$ cat config.mk
export PLATFORM = sky130hd
export DESIGN_NAME = router_pkt_tx
export DESIGN_NICKNAME = d
export VERILOG_FILES = /design/src/rtl/router_pkt_tx.sv
export SDC_FILE = /design/constraint.sdc
export NUM_CORES = 1
export LEC_CHECK = 0
export ABC_AREA = 1
export CAP_MARGIN = 0
export CORE_ASPECT_RATIO = 0.9
export CORE_MARGIN = 5
export CORE_UTILIZATION = 55
export DETAILED_ROUTE_END_ITERATION = 16
export PLACE_DENSITY_LB_ADDON = 0.15
export SLEW_MARGIN = 10
export SYNTH_ARGS = -nofsm -noshare
export SYNTH_HDL_FRONTEND = slang
export SYNTH_SLANG_ARGS = --single-unit
$ cat constraint.sdc
create_clock -name clk -period 3.2 [get_ports clk]
set_input_delay 0.32 -clock clk [delete_from_list [all_inputs] [get_ports clk]]
set_output_delay 0.32 -clock clk [all_outputs]
set_load 0.005 [all_outputs]
$ cat src/rtl/router_pkt_tx.sv
// Packet source for the 1x3 router: buffers a commanded payload, then sends header/payload/parity
// honouring busy and reports the router err outcome. Optional `PARITY_INJ_EN adds inj_err (inverted parity).
module router_pkt_tx #(
  parameter int MAX_LEN  = 63,
  parameter int ERR_WAIT = 3
) (
  input  logic       clk,
  input  logic       rst,
  input  logic       cmd_vld,
  output logic       cmd_rdy,
  input  logic [1:0] cmd_addr,
  input  logic [5:0] cmd_len,
  input  logic       pl_vld,
  input  logic [7:0] pl_data,
  output logic       pl_rdy,
  input  logic       busy,
  input  logic       err,
`ifdef PARITY_INJ_EN
  input  logic       inj_err,
`endif
  output logic       pkt_vld,
  output logic [7:0] din,
  output logic       tx_done,
  output logic       tx_err
);

  localparam int WCW = (ERR_WAIT > 1) ? $clog2(ERR_WAIT) : 1;

  typedef enum logic [2:0] {S_IDLE, S_LOAD, S_HDR, S_PLD, S_PAR, S_CHK, S_DONE} state_t;

  state_t         r_state, w_state_nxt;
  logic [7:0]     r_hdr, w_hdr;
  logic [5:0]     r_len, w_len;
  logic [5:0]     r_cnt, w_cnt;
  logic [7:0]     r_par, w_par;
  logic           r_flag, w_flag;
  logic [WCW-1:0] r_wcnt, w_wcnt;
  logic           r_cmd_rdy, w_cmd_rdy;
  logic           r_pl_rdy, w_pl_rdy;
  logic           r_pkt_vld, w_pkt_vld;
  logic [7:0]     r_din, w_din;
  logic           r_tx_done, w_tx_done;
  logic           r_tx_err, w_tx_err;
  logic           w_wr;
  logic           w_cmd_ok;
  logic [7:0]     w_inv;
  logic [7:0]     r_buf [MAX_LEN];

`ifdef PARITY_INJ_EN
  logic r_inj, w_inj;
  assign w_inv = {8{r_inj}};
`else
  assign w_inv = '0;
`endif

  assign w_cmd_ok = (cmd_len != '0) && (cmd_addr != 2'd3) && (32'(cmd_len) <= MAX_LEN);

  // Outputs are registered from the next-state values, so each one lines up with the state it belongs to.
  always_comb begin
    w_state_nxt = r_state;
    w_hdr       = r_hdr;
    w_len       = r_len;
    w_cnt       = r_cnt;
    w_par       = r_par;
    w_flag      = r_flag;
    w_wcnt      = r_wcnt;
    w_pkt_vld   = r_pkt_vld;
    w_din       = r_din;
    w_tx_err    = 1'b0;
    w_wr        = 1'b0;
`ifdef PARITY_INJ_EN
    w_inj       = r_inj;
`endif
    case (r_state)
      S_IDLE: begin
        if (r_cmd_rdy && cmd_vld) begin
          if (w_cmd_ok) begin
            w_hdr       = {cmd_len, cmd_addr};
            w_len       = cmd_len;
            w_cnt       = '0;
            w_par       = '0;
            w_flag      = 1'b0;
`ifdef PARITY_INJ_EN
            w_inj       = inj_err;
`endif
            w_state_nxt = S_LOAD;
          end else begin
            w_tx_err    = 1'b1;
            w_state_nxt = S_DONE;
          end
        end
      end
      S_LOAD: begin
        if (r_pl_rdy && pl_vld) begin
          w_wr = 1'b1;
          if (r_cnt == r_len - 6'd1) begin
            w_cnt       = '0;
            w_pkt_vld   = 1'b1;
            w_din       = r_hdr;
            w_state_nxt = S_HDR;
          end else begin
            w_cnt = r_cnt + 6'd1;
          end
        end
      end
      S_HDR: begin
        if (!busy) begin
          w_par       = r_par ^ r_din;
          w_din       = r_buf[0];
          w_state_nxt = S_PLD;
        end
      end
      S_PLD: begin
        if (!busy) begin
          w_par = r_par ^ r_din;
          if (r_cnt == r_len - 6'd1) begin
            w_pkt_vld   = 1'b0;
            w_din       = (r_par ^ r_din) ^ w_inv;
            w_state_nxt = S_PAR;
          end else begin
            w_cnt = r_cnt + 6'd1;
            w_din = r_buf[r_cnt + 6'd1];
          end
        end
      end
      S_PAR: begin
        if (err) w_flag = 1'b1;
        if (!busy) begin
          w_wcnt      = '0;
          w_din       = '0;
          w_state_nxt = S_CHK;
        end
      end
      S_CHK: begin
        if (err) w_flag = 1'b1;
        if (r_wcnt == WCW'(ERR_WAIT - 1)) begin
          w_tx_err    = r_flag | err;
          w_state_nxt = S_DONE;
        end else begin
          w_wcnt = r_wcnt + 1'b1;
        end
      end
      S_DONE: w_state_nxt = S_IDLE;
      default: w_state_nxt = S_IDLE;
    endcase
    w_cmd_rdy = (w_state_nxt == S_IDLE);
    w_pl_rdy  = (w_state_nxt == S_LOAD);
    w_tx_done = (w_state_nxt == S_DONE);
  end

  always_ff @(posedge clk or posedge rst) begin
    if (rst) begin
      r_state   <= S_IDLE;
      r_hdr     <= '0;
      r_len     <= '0;
      r_cnt     <= '0;
      r_par     <= '0;
      r_flag    <= 1'b0;
      r_wcnt    <= '0;
      r_cmd_rdy <= 1'b0;
      r_pl_rdy  <= 1'b0;
      r_pkt_vld <= 1'b0;
      r_din     <= '0;
      r_tx_done <= 1'b0;
      r_tx_err  <= 1'b0;
`ifdef PARITY_INJ_EN
      r_inj     <= 1'b0;
`endif
    end else begin
      r_state   <= w_state_nxt;
      r_hdr     <= w_hdr;
      r_len     <= w_len;
      r_cnt     <= w_cnt;
      r_par     <= w_par;
      r_flag    <= w_flag;
      r_wcnt    <= w_wcnt;
      r_cmd_rdy <= w_cmd_rdy;
      r_pl_rdy  <= w_pl_rdy;
      r_pkt_vld <= w_pkt_vld;
      r_din     <= w_din;
      r_tx_done <= w_tx_done;
      r_tx_err  <= w_tx_err;
`ifdef PARITY_INJ_EN
      r_inj     <= w_inj;
`endif
    end
  end

  always_ff @(posedge clk) begin
    if (w_wr) r_buf[r_cnt] <= pl_data;
  end

  assign cmd_rdy = r_cmd_rdy;
  assign pl_rdy  = r_pl_rdy;
  assign pkt_vld = r_pkt_vld;
  assign din     = r_din;
  assign tx_done = r_tx_done;
  assign tx_err  = r_tx_err;

endmodule

== Word-level counts from Yosys, hierarchy flattened ==
Memory sizes are Yosys's and may differ from the RTL's.
Index checks and enable logic that the tools add are counted.
W data, S select, Z words.
Cells by class
  $add $sub $neg: 3
  reduce and logical (&&, ||, !) cells: 21
  equality and inequality tests: 22
  bitwise operators: 2
  mux-type cells: 48
Operators by type and width (count)
  $mux W8: 9
  $mux W6: 6
  $pmux W8 S4: 1
  $mux W3: 9
  $ne A2 B2 Y1 const B: 12
  $pmux W3 S6: 1
  $pmux W6 S3: 1
  $pmux W8 S2: 1
  $mux W1: 14
  $reduce_and A6 Y1: 2
  $eq A3 B3 Y1 const B: 3
  $reduce_and A4 Y1: 2
  $reduce_bool A2 Y1: 4
  $xor A8 B8 Y8: 1
  $add A6 B1 Y6 const B: 1
  $eq A3 B1 Y1 const B: 2
  $eq A3 B2 Y1 const B: 2
  $eq A6 B6 Y1: 1
  $logic_not A3 Y1: 2
  $pmux W1 S2: 3
  $reduce_and A3 Y1: 2
  $reduce_bool A6 Y1: 1
  $sub A6 B1 Y6 const B: 1
  $reduce_and A5 Y1: 1
  10 further kinds: 14
Word-level totals
  logic and storage cells: 110
  memory bits (writable): 504
  memories: 1
  bits of input ports: 22
  output and inout port bits: 13
  bits in registers: 47
Memory list
  r_buf: words 63, bits a word 8, read ports 2, clocked after Yosys merged registers in 0, wr ports 1, line 47  | logic [7:0] r_buf [MAX_LEN];

== Longest topological paths before layout ==
  depth in word-level cells: 6
  depth in mapped cells: 16
  mapped depth without buffers: 15

== Worst setup path after synthesis ==
Ideal clock, no wire load.
  path kind: register to register
  start: register r_state[0]
  end: memory r_buf[0][0], enable pin
  period minus slack after synthesis: 2.143 ns
  setup time: 0.370 ns
  buffers on the path: 0
  stages on the path, launching flop included: 9
  data required time: 2.830 ns
  arrival time: 1.772 ns
  setup slack: 1.057 ns
  cells stage by stage: dfrtp_1 inv_1 nor2_1 nand2_1 nor2_1 inv_1 nor2_1 nand3_1 nor2_1
On the way
  cells in the longest elaborated chain, start to end: 4
Ends and longest elaborated chain
  start: declaration: line 31  | state_t r_state, w_state_nxt;
  start signal: assignment: line 170  | r_state <= w_state_nxt;
  $eq A3 B1 Y1: line 74  | case (r_state)
  $mux W1: line 74
  $mux W1: line 190  | if (w_wr) r_buf[r_cnt] <= pl_data;
  $mux W1 (implied by the code): line 190
  end: declaration: line 47
Every way passes these cells.

== Worst setup path in the final report ==
  start: register r_state[0]
  end: memory r_buf[36][6], enable pin
The elaborated chain is that of the path after synthesis.

==> reports/qor.yml <==
outcome:
  status: "finished clean"
sta:
  setup_viol: 0
  period_share_pct: 88.2
  worstMarginPinSlew_ns: 0.927
  rsz0062_at_grt: "no"
  finalHoldViolations: 0
  fin_crit_ns: 2.82
  relSlewSlack_pct: 38.2
  setup_tns_ns: 0
  finalWorstSetupSlack_ns: 0.378
  maxClockFrequency_ghz: 0.354
  drv_slew: 0
  hold-worst-slack_ns: 0.0315
  fin_skew_ns: 0.0154
final_layout:
  post-route-util_pct: 62.9
  nets: 2172
  instances_no_fill: 2739
  diodes: 0
  ff_latch_area_sq_um: 16200
  fillers: 3306
  multi_input_area_sq_um: 6020
  syn_to_final_growth_pct: 14.0
  drive_gt1_share_pct: 10.2
  fin_area_sq_um: 26200
cts:
  numCtsBuffers: 54
  cts_resized: 0
  cts_hold_buf: 0
  worstSkewPairLatency_ns: 0.62
  numClockSinks: 545
  h-tree-depth: 2
  clockBufferDepth: 3
  clkTransAtPathRegs_ns: 0.06
  post_cts_buffers: 0
  root_buffer: "clkbuf_16"
  cts_tree: "done"
route:
  drc_errors: 0
  wl_met1_um: 26400
  drtIter0Drc: 2296
  wl_met3_um: 5730
  drt-vias-per-instance: 5.90
  routed.top_layer: "met4"
  routedWlPerCell_um: 22.4
  ant_nets: 0
  met2_length_um: 27900
  finalWirelength_um: 61300
  first_pass_iters: 5
  num_vias: 16200
logic_synthesis:
  syn_nets: 2094
  yosysMostFrequentCell: "nand2_1"
  synth_top_area_share_pct: 65.9
  synth_cells: 2069
  async_reset_ff_share_pct: 7.52
  synth.avg_cell_area_sq_um: 11.1
  synth_commonest_cells: "nand2_1 (603), nand3_1 (546), edfxtp_1 (504)"
  yosysTopAreaCell: "edfxtp_1"
  synth_ff_type: "edfxtp_1"
  seq_area_frac_synth_pct: 70.4
  synth-seq-cells: 545
  synth_area_leaders: "edfxtp_1 (66%), nand3_1 (12%), nand2_1 (9.9%)"
  ys_types: 33
  synth_warnings: 0
  netlist_area_sq_um: 23000
  synth-edff-count: 504
worst_setup_path:
  r2r_start: "r_state[0]"
  rr_worst_depth: 10
  worstPathArrival_ns: 3.15
  reg2reg_to: "r_buf[36][6]"
  setup.worst_path.end_class: "flip-flop"
  cp-start-kind: "flip-flop"
  cp.required_ns: 3.52
  r2r_slack_ns: 0.38
  critPathMaxFanout: 13
  crit_type: "reg2reg"
power_and_ir_drop:
  power_mw: 23.4
  combPwrFrac_pct: 37.6
  internal_power_mw: 14.3
  power-per-cell-area_nw_per_um2: 895
  p_clk_share_pct: 27.1
  vdd_ir_drop_max_v: 0.000665
  power.share.sequential_pct: 35.3
  p_leak_nw: 9.76
  power.switching_mw: 9.13
  switching_share_pct: 39.0
grt:
  grt_overflow_total: 0
  grt_pass1_wl_um: 93900
  grt_antenna_before_repair: 0
  grt_pass1_vias: 15600
  grtUsageTotal_pct: 26.9
  grt_max_degree: 110
floorplanning:
  die-area_sq_um: 45900
  rows: 71
  fp.dieW_um: 225
  die_h_um: 204
  initial_core_util_pct: 55.2
  coreArea_sq_um: 41600
  io_pins: 35
placement:
  placed_cells: 2638
  hpwl_um: 37400
  port_buffers: 34
  dp_slack_ns: 0.487
  place_area_sq_um: 24400
  gp_routability_congestion: 0.932
hold_path:
  hold_path.class: "in2async"
flow_run:
  maxCapViolCount: 0
[power groups by stage]
stage | clock network, mW | registers [mW] | logic, mW
2_1_floorplan | 0 | 8.26 | 5.84
6_report | 6.34 | 8.25 | 8.81
3_5_place_dp | 0 | 8.40 | 8.62
4_1_cts | 6.41 | 8.25 | 8.67
5_1_grt | 6.73 | 8.27 | 9.65
3_3_place_gp | 0 | 8.39 | 8.57
[kinds of logic after synthesis]
family	share of synthesized area (%)
and+or+nand+nor	24.2
DFF	70.4
AOI/OAI and AO/OA	1.17
buffers and inverters	3.47
xor gates and xnor gates	0.605
adders and majority gates	0.163
[critical path, stage by stage (launching register included)]
cell     delay [ns]
dfrtp_1        0.41
inv_1          0.21
nor2_1         0.19
nand2_1        0.16
nor2_1         0.35
inv_1          0.14
nor2_1         0.27
nand3_1        0.20
buf_4          0.21
nor2_1         0.20
buf_4          0.20
[cell usage in the layout (no fill, tap or decap), types with 4 or more instances in the layout]
| cell | synthesis | layout |
|---|---|---|
| clkbuf_16 | 0 | 58 |
| o21ai_0 | 23 | 23 |
| dfrtp_1 | 41 | 40 |
| inv_1 | 64 | 64 |
| clkdlybuf4s50_1 | 0 | 26 |
| xor2_1 | 9 | 9 |
| o21ai_2 | 7 | 7 |
| edfxtp_1 | 504 | 504 |
| or2_2 | 8 | 8 |
| buf_4 | 0 | 105 |
| nand3_1 | 546 | 546 |
| a21oi_1 | 9 | 9 |
| nand4_1 | 14 | 14 |
| nand2_1 | 603 | 603 |
| bufinv_16 | 0 | 4 |
| clkinv_2 | 0 | 8 |
| clkinv_1 | 3 | 15 |
| nor2_1 | 95 | 94 |
| clkbuf_1 | 51 | 10 |
| buf_12 | 0 | 9 |
[sequential cells by signal (all words and copies together) (netlist names), 2 cells and up]
name and flops:
r_cnt 6, r_buf 504, r_hdr 8, r_wcnt 2, din 8, r_state 3, r_par 8
[per-layer routing]
layer / up-vias / global-route usage, %
li1: 7398 / -
met1: 7842 / 40.3
met2: 822 / 41.0
met3: 108 / 6.02
met4: 0 / 5.99
met5: - / 0
[worst max-delay path by stage]
stage                from      endpoint  slack, ns  cells past startpoint
6_report       r_state[0]  r_buf[36][6]       0.38                     10
3_3_place_gp   r_state[0]  r_buf[36][1]       0.42                     10
4_1_cts        r_state[0]  r_buf[36][6]       0.45                     10
5_1_grt        r_state[0]  r_buf[36][6]       0.25                     10
3_5_place_dp   r_state[0]  r_buf[36][1]       0.49                     10
2_1_floorplan  r_state[0]   r_buf[0][0]       1.06                      8
[area by class of cell]
cell class / count / area share (%)
Multi-Input combinational cell: 1334 / 23.0
Clock buffer: 70 / 5.77
Timing Repair Buffer: 140 / 4.70
Tap cell: 547 / 2.62
Sequential cell: 545 / 61.8
Clock inverter: 31 / 1.07
Inverter: 72 / 1.06
Power figures use the tool's default switching activity.
